`config.mk`:
```
export PLATFORM = sky130hd
export DESIGN_NAME = control_sequencer
export DESIGN_NICKNAME = d
export VERILOG_FILES = /design/src/rtl/control_sequencer.sv
export SDC_FILE = /design/constraint.sdc
export NUM_CORES = 1
export LEC_CHECK = 0
export CORE_MARGIN = 3
export CORE_UTILIZATION = 38
export CTS_CLUSTER_DIAMETER = 100
export DETAILED_ROUTE_END_ITERATION = 10
export PLACE_DENSITY = 0.85
export SETUP_SLACK_MARGIN = 0.5
export SLEW_MARGIN = 15
export SYNTH_ARGS = -nofsm -noshare
export SYNTH_HDL_FRONTEND = slang
export SYNTH_SLANG_ARGS = --single-unit
```
`constraint.sdc`:
```
create_clock -name clock -period 4.9 [get_ports clock]
set_clock_uncertainty 0.05 [all_clocks]
set_input_delay 1.225 -clock clock [delete_from_list [all_inputs] [get_ports clock]]
set_output_delay 1.225 -clock clock [all_outputs]
set_load 0.03 [all_outputs]
```
`src/rtl/control_sequencer.sv`:
```
// -----------------------------------------------------------------------------
// control_sequencer
//
// Purpose:
//   Instruction sequencer for a microcoded datapath. In FETCH it requests an
//   instruction word, latches it into I and moves to EX1. In EX1..EX3 the
//   external decoders look at I and state and return a control word. That
//   control word is forwarded to the datapath. Its low two bits select the
//   next execute state. A next_state of 0 retires the instruction and returns
//   to FETCH. A halt request is honoured only at instruction boundaries.
//
// Parameters:
//   IW   - instruction word width
//   CW   - control word width
//   CNTW - retired-instruction counter width
//
// Ports:
//   clock         in   system clock, rising edge
//   reset         in   asynchronous, active-low reset
//   I_in          in   instruction word from instruction memory
//   imem_ready    in   I_in is valid this cycle
//   cw_decoded    in   control word from the decoders (combinational from I, state)
//   halt_req      in   request to stop at the next instruction boundary
//   I             out  instruction register, feeds the decoders
//   state         out  current sequencer state, feeds the decoders
//   cw_out        out  control word driven to the datapath
//   imem_req      out  fetch request
//   halted        out  sequencer is stopped
//   retired_count out  number of instructions completed (wraps)
//
// Control word layout (MSB to LSB):
//   [32] ALU databus enable    [31] ALU B select         [30:26] ALU function
//   [25] regfile B databus en  [24:20] select A          [19:15] select B
//   [14:10] write address      [9] regfile write         [8] RAM databus enable
//   [7] RAM write              [6] PC databus enable     [5:4] PC function
//   [3] PC input select        [2] status load           [1:0] next_state
// -----------------------------------------------------------------------------
module control_sequencer #(
  parameter int IW   = 32,
  parameter int CW   = 33,
  parameter int CNTW = 16
) (
  input  logic            clock,
  input  logic            reset,
  input  logic [IW-1:0]   I_in,
  input  logic            imem_ready,
  input  logic [CW-1:0]   cw_decoded,
  input  logic            halt_req,
  output logic [IW-1:0]   I,
  output logic [1:0]      state,
  output logic [CW-1:0]   cw_out,
  output logic            imem_req,
  output logic            halted,
  output logic [CNTW-1:0] retired_count
);

  typedef enum logic [1:0] {
    FETCH = 2'd0,
    EX1   = 2'd1,
    EX2   = 2'd2,
    EX3   = 2'd3
  } seq_state_t;

  localparam int          PC_FUNC_LSB = 4;
  localparam logic [1:0]  PC_INC      = 2'b01;

  seq_state_t    cur_state;
  logic [CW-1:0] fetch_cw;
  logic [1:0]    next_sel;
  logic          retire;

  assign state = cur_state;

  // The fetch-cycle control word only advances the PC; every other
  // datapath action stays idle while the instruction word is latched.
  always_comb begin
    fetch_cw = '0;
    fetch_cw[PC_FUNC_LSB +: 2] = PC_INC;
  end

  // The decoder picks the next execute step. A zero means "done", which
  // also lands us back in FETCH because FETCH is encoded as 0.
  assign next_sel = cw_decoded[1:0];
  assign retire   = (next_sel == 2'b00);

  // Sequencer state, instruction register, halt flag and retire counter.
  // While halted, state is parked in FETCH and only halt_req is watched.
  // The edge that clears halted does not also accept a fetch.
  // halt_req is only looked at on a FETCH boundary, so an instruction
  // in flight always runs to completion. Backward next_state values are
  // followed as given; there is no loop guard.
  always_ff @(posedge clock or negedge reset) begin
    if (!reset) begin
      cur_state     <= FETCH;
      I             <= '0;
      halted        <= 1'b0;
      retired_count <= '0;
    end else if (halted) begin
      if (!halt_req) begin
        halted <= 1'b0;
      end
    end else if (cur_state == FETCH) begin
      if (halt_req) begin
        halted <= 1'b1;
      end else if (imem_ready) begin
        I         <= I_in;
        cur_state <= EX1;
      end
    end else begin
      cur_state <= seq_state_t'(next_sel);
      if (retire) begin
        retired_count <= retired_count + CNTW'(1);
      end
    end
  end

  // Datapath control and fetch request. Held quiet during reset and while
  // halted. During execute steps the decoder output passes straight through.
  always_comb begin
    cw_out   = '0;
    imem_req = 1'b0;
    if (reset && !halted) begin
      if (cur_state == FETCH) begin
        imem_req = 1'b1;
        if (imem_ready) begin
          cw_out = fetch_cw;
        end
      end else begin
        cw_out = cw_decoded;
      end
    end
  end

endmodule

```
==> summary.json <==
{
  "outcome": {
    "result_of_the_run": "finished, final reports clean"
  },
  "finish": {
    "fin_util": 0.701,
    "final_design_area_no_fill_sq_um": 3980,
    "post_route_cells_drive_above_1_share": 0.135,
    "area_delta_synth_final_pct": 73.9,
    "fin_cells": 414,
    "insertedDiodeCount": 0,
    "final.fill_count": 421,
    "fin_nets": 411
  },
  "route": {
    "met3_length_microns": 342,
    "m1WireLength_microns": 2570,
    "highest_layer": "met4",
    "vias_after_detailed_routing": 1928,
    "detail_route.wl_per_cell_microns": 15.2,
    "post_drt_via_cell_ratio": 4.66,
    "route.antenna.remaining_nets": 0,
    "drt-initial-drc-count": 60,
    "total_drc_errors_in_the_routed_layout": 0,
    "wire_length_on_met2_microns": 3350,
    "totalWireLength_microns": 6300,
    "pre_antenna_drt_iters": 4
  },
  "sta": {
    "period_minus_slack_ns": 4.02,
    "setup_repair_after_global_routing_missed_its_margin": "no",
    "setup_total_negative_slack_ns": 0,
    "maxClockFrequency_mhz": 249,
    "timing.final.max_slew_violations": 0,
    "setup-violations-final": 0,
    "tightest_pin_transition_ns": 0.737,
    "final_critical_path_setup_slack_ns": 0.876,
    "fin_hold_ws_ns": 0.430,
    "timing.final.crit_share": 0.821,
    "slew_headroom": 0.509,
    "report.final.hold_viol_count": 0
  },
  "logic_synthesis": {
    "netlist-cell-type-count": 25,
    "synth.yosys.seq_area_share": 0.558,
    "complex_gate_fraction_of_the_synthesized_area": 0.0142,
    "synth.ff_latch_count": 51,
    "synthesis.area_per_instance_sq_um": 12.4,
    "synth_simple_gate_area_share": 0.188,
    "synthXorXnorAreaFrac": 0.0574,
    "synthesis.yosys.warnings": 0,
    "synth_nets": 255,
    "syn_inst": 185,
    "synth_area_leader_cell": "dfrtp_1",
    "yosys.cell_count.top_type": "dfrtp_1",
    "combinational_family_with_the_most_area_after_synthesis": "simple AND/OR/NAND/NOR gates",
    "syn-cell-area_sq_um": 2290,
    "synth-adder-area-share": 0.00547,
    "postSynth.asyncResetShare": 1.00,
    "synth_ff_type": "dfrtp_1",
    "synth_edf_count": 0,
    "synth_area_leaders": "dfrtp_1, mux2_2, and2_1",
    "most_frequent_cells_after_synthesis": "dfrtp_1, and2_1, mux2_2",
    "synth_top_area_frac": 0.558,
    "synth_mux_area_frac": 0.162
  },
  "floorplanning": {
    "die_w_microns": 83.6,
    "die_h_microns": 83.6,
    "die-area_sq_um": 6990,
    "num_io_pins": 154,
    "start_util": 0.403,
    "core_area_sq_um": 5680,
    "std_cell_rows": 27
  },
  "cts": {
    "postCtsSetupRepairBufs": 0,
    "cts.clk_slew.worst_paths_ns": 0.08,
    "cts_resized": 0,
    "numCtsBuffers": 5,
    "worst_skew_pair.late_latency_ns": 0.29,
    "clk_root_buffer_cell": "clkbuf_8",
    "ctsLongestPathBuffers": 2,
    "cts-hold-fix-buffers": 0,
    "h_tree_depth_reported_by_cts": 2,
    "tritoncts": "yes",
    "clock_sink_count": 51
  },
  "place": {
    "dpl.hpwl_microns": 5130,
    "placement.setup.worst_slack_ns": 0.796,
    "buffer_ports.inserted": 153,
    "place.gp.congestion": 0.846,
    "post_detailed_placement_cell_area_sq_um": 3900,
    "placed_cells_incl_taps": 406
  },
  "global_routing": {
    "grt_start_max_net_pins": 53,
    "gr-total-overflow": 0,
    "first_global_vias": 2119,
    "grt_antenna_before_repair": 0,
    "global_route_total_usage_across_every_layer": 0.183,
    "grt_pass1_wl_microns": 10400
  },
  "worst_setup_path": {
    "crit_type": "in -> out",
    "critical_path.endpoint_type": "output pin",
    "cp-start-kind": "primary input",
    "worstPathCellList": "buf_2 -> buf_4 -> nand2_1 -> nor2_1 -> clkdlybuf4s50_1",
    "cp_data_arrival_time_ns": 2.75,
    "critical_path.max_stage_delay_ns": 0.69,
    "critical_path.slowest_cell": "clkdlybuf4s50_1",
    "r2r_setup_slack_ns": 2.68,
    "timing.critical_path.fanout_max": 52,
    "crit_path_required_time_ns": 3.62
  },
  "power": {
    "design_power_total_mw": 2.18,
    "total_leakage_power_nw": 1.63,
    "power_per_cell_area_nw_per_um2": 549,
    "vdd_ir_drop_max_mv": 0.335
  },
  "job": {
    "maxCapViolCount": 0
  },
  "hold_path": {
    "worst_hold_path_type": "reg -> reg"
  }
}
## cell families (layout without fill, tap and decap cells)
| logic type | Yosys count | after routing |
|---|---|---|
| buffers and inverters | 8 | 165 |
| flip-flops | 51 | 51 |
| AND/OR/NAND/NOR | 72 | 72 |
| multiplexers | 33 | 33 |
| XOR/XNOR | 15 | 15 |
| AO/OA/AOI/OAI | 5 | 5 |
| adder cells (fa/ha/maj) | 1 | 1 |
## report_power, final
| group | switching [mW] | total (mW) | internal (mW) |
|---|---|---|---|
| clock | 0.128 | 0.228 | 0.100 |
| sequential | 0.119 | 0.703 | 0.583 |
| combinational | 0.672 | 1.25 | 0.582 |
## registers in the layout, indices dropped and copies added, names as in the netlist
signal and count:
retired_count 16, state 2, I 32, halted 1
## area by class of cell
class	count	area (sq um)	share of cell area
Sequential cell	51	1280	0.321
Multi-Input combinational cell	126	977	0.246
Timing Repair Buffer	156	1550	0.389
Inverter	1	3.75	0.000944
Tap cell	72	90.1	0.0226
Clock buffer	7	76.3	0.0192
Clock inverter	1	5.00	0.00126
## path summary, 6_finish.rpt
kind	startpoint	cells past startpoint	to
worst min-delay path	retired_count[15]	1	retired_count[15]
worst min register to register	retired_count[15]	1	retired_count[15]
worst max register to register	state[1]	4	I[20]
min in group asynchronous	reset	2	I[8]
worst max-delay path	reset	5	cw_out[0]
max in group asynchronous	reset	2	I[18]
## metal layers
metal | vias up | track usage
met5 | - | 0
met4 | 0 | 0.0307
met3 | 7 | 0.0434
met2 | 73 | 0.338
met1 | 911 | 0.219
li1 | 937 | -
## placed cells by master (no fill, tap or decap)
cell               n
xnor2_1           12
and3_1             4
clkbuf_1           2
inv_1              1
nand2b_1           2
o22a_1             1
nand2_1           11
o21ai_0            1
nor4_2             1
nor4_4             1
buf_4              3
or3b_4             1
o21bai_1           1
nor2b_1            3
buf_2              1
clkdlybuf4s50_1  152
o22ai_1            1
clkinv_2           1
clkbuf_8           5
dfrtp_1           51
a21oi_1            1
and2_1            33
nor3_1             3
xor2_1             3
nand4_1            5
nand3_1            3
mux2_2            33
nor2_1             5
ha_1               1
## critical path, delay by kind of cell
kind / cells / cell delay [ns]
buffers and inverters: 3 / 1.29
and+or+nand+nor: 2 / 0.23
No activity file was read; power rests on OpenSTA's default activity.
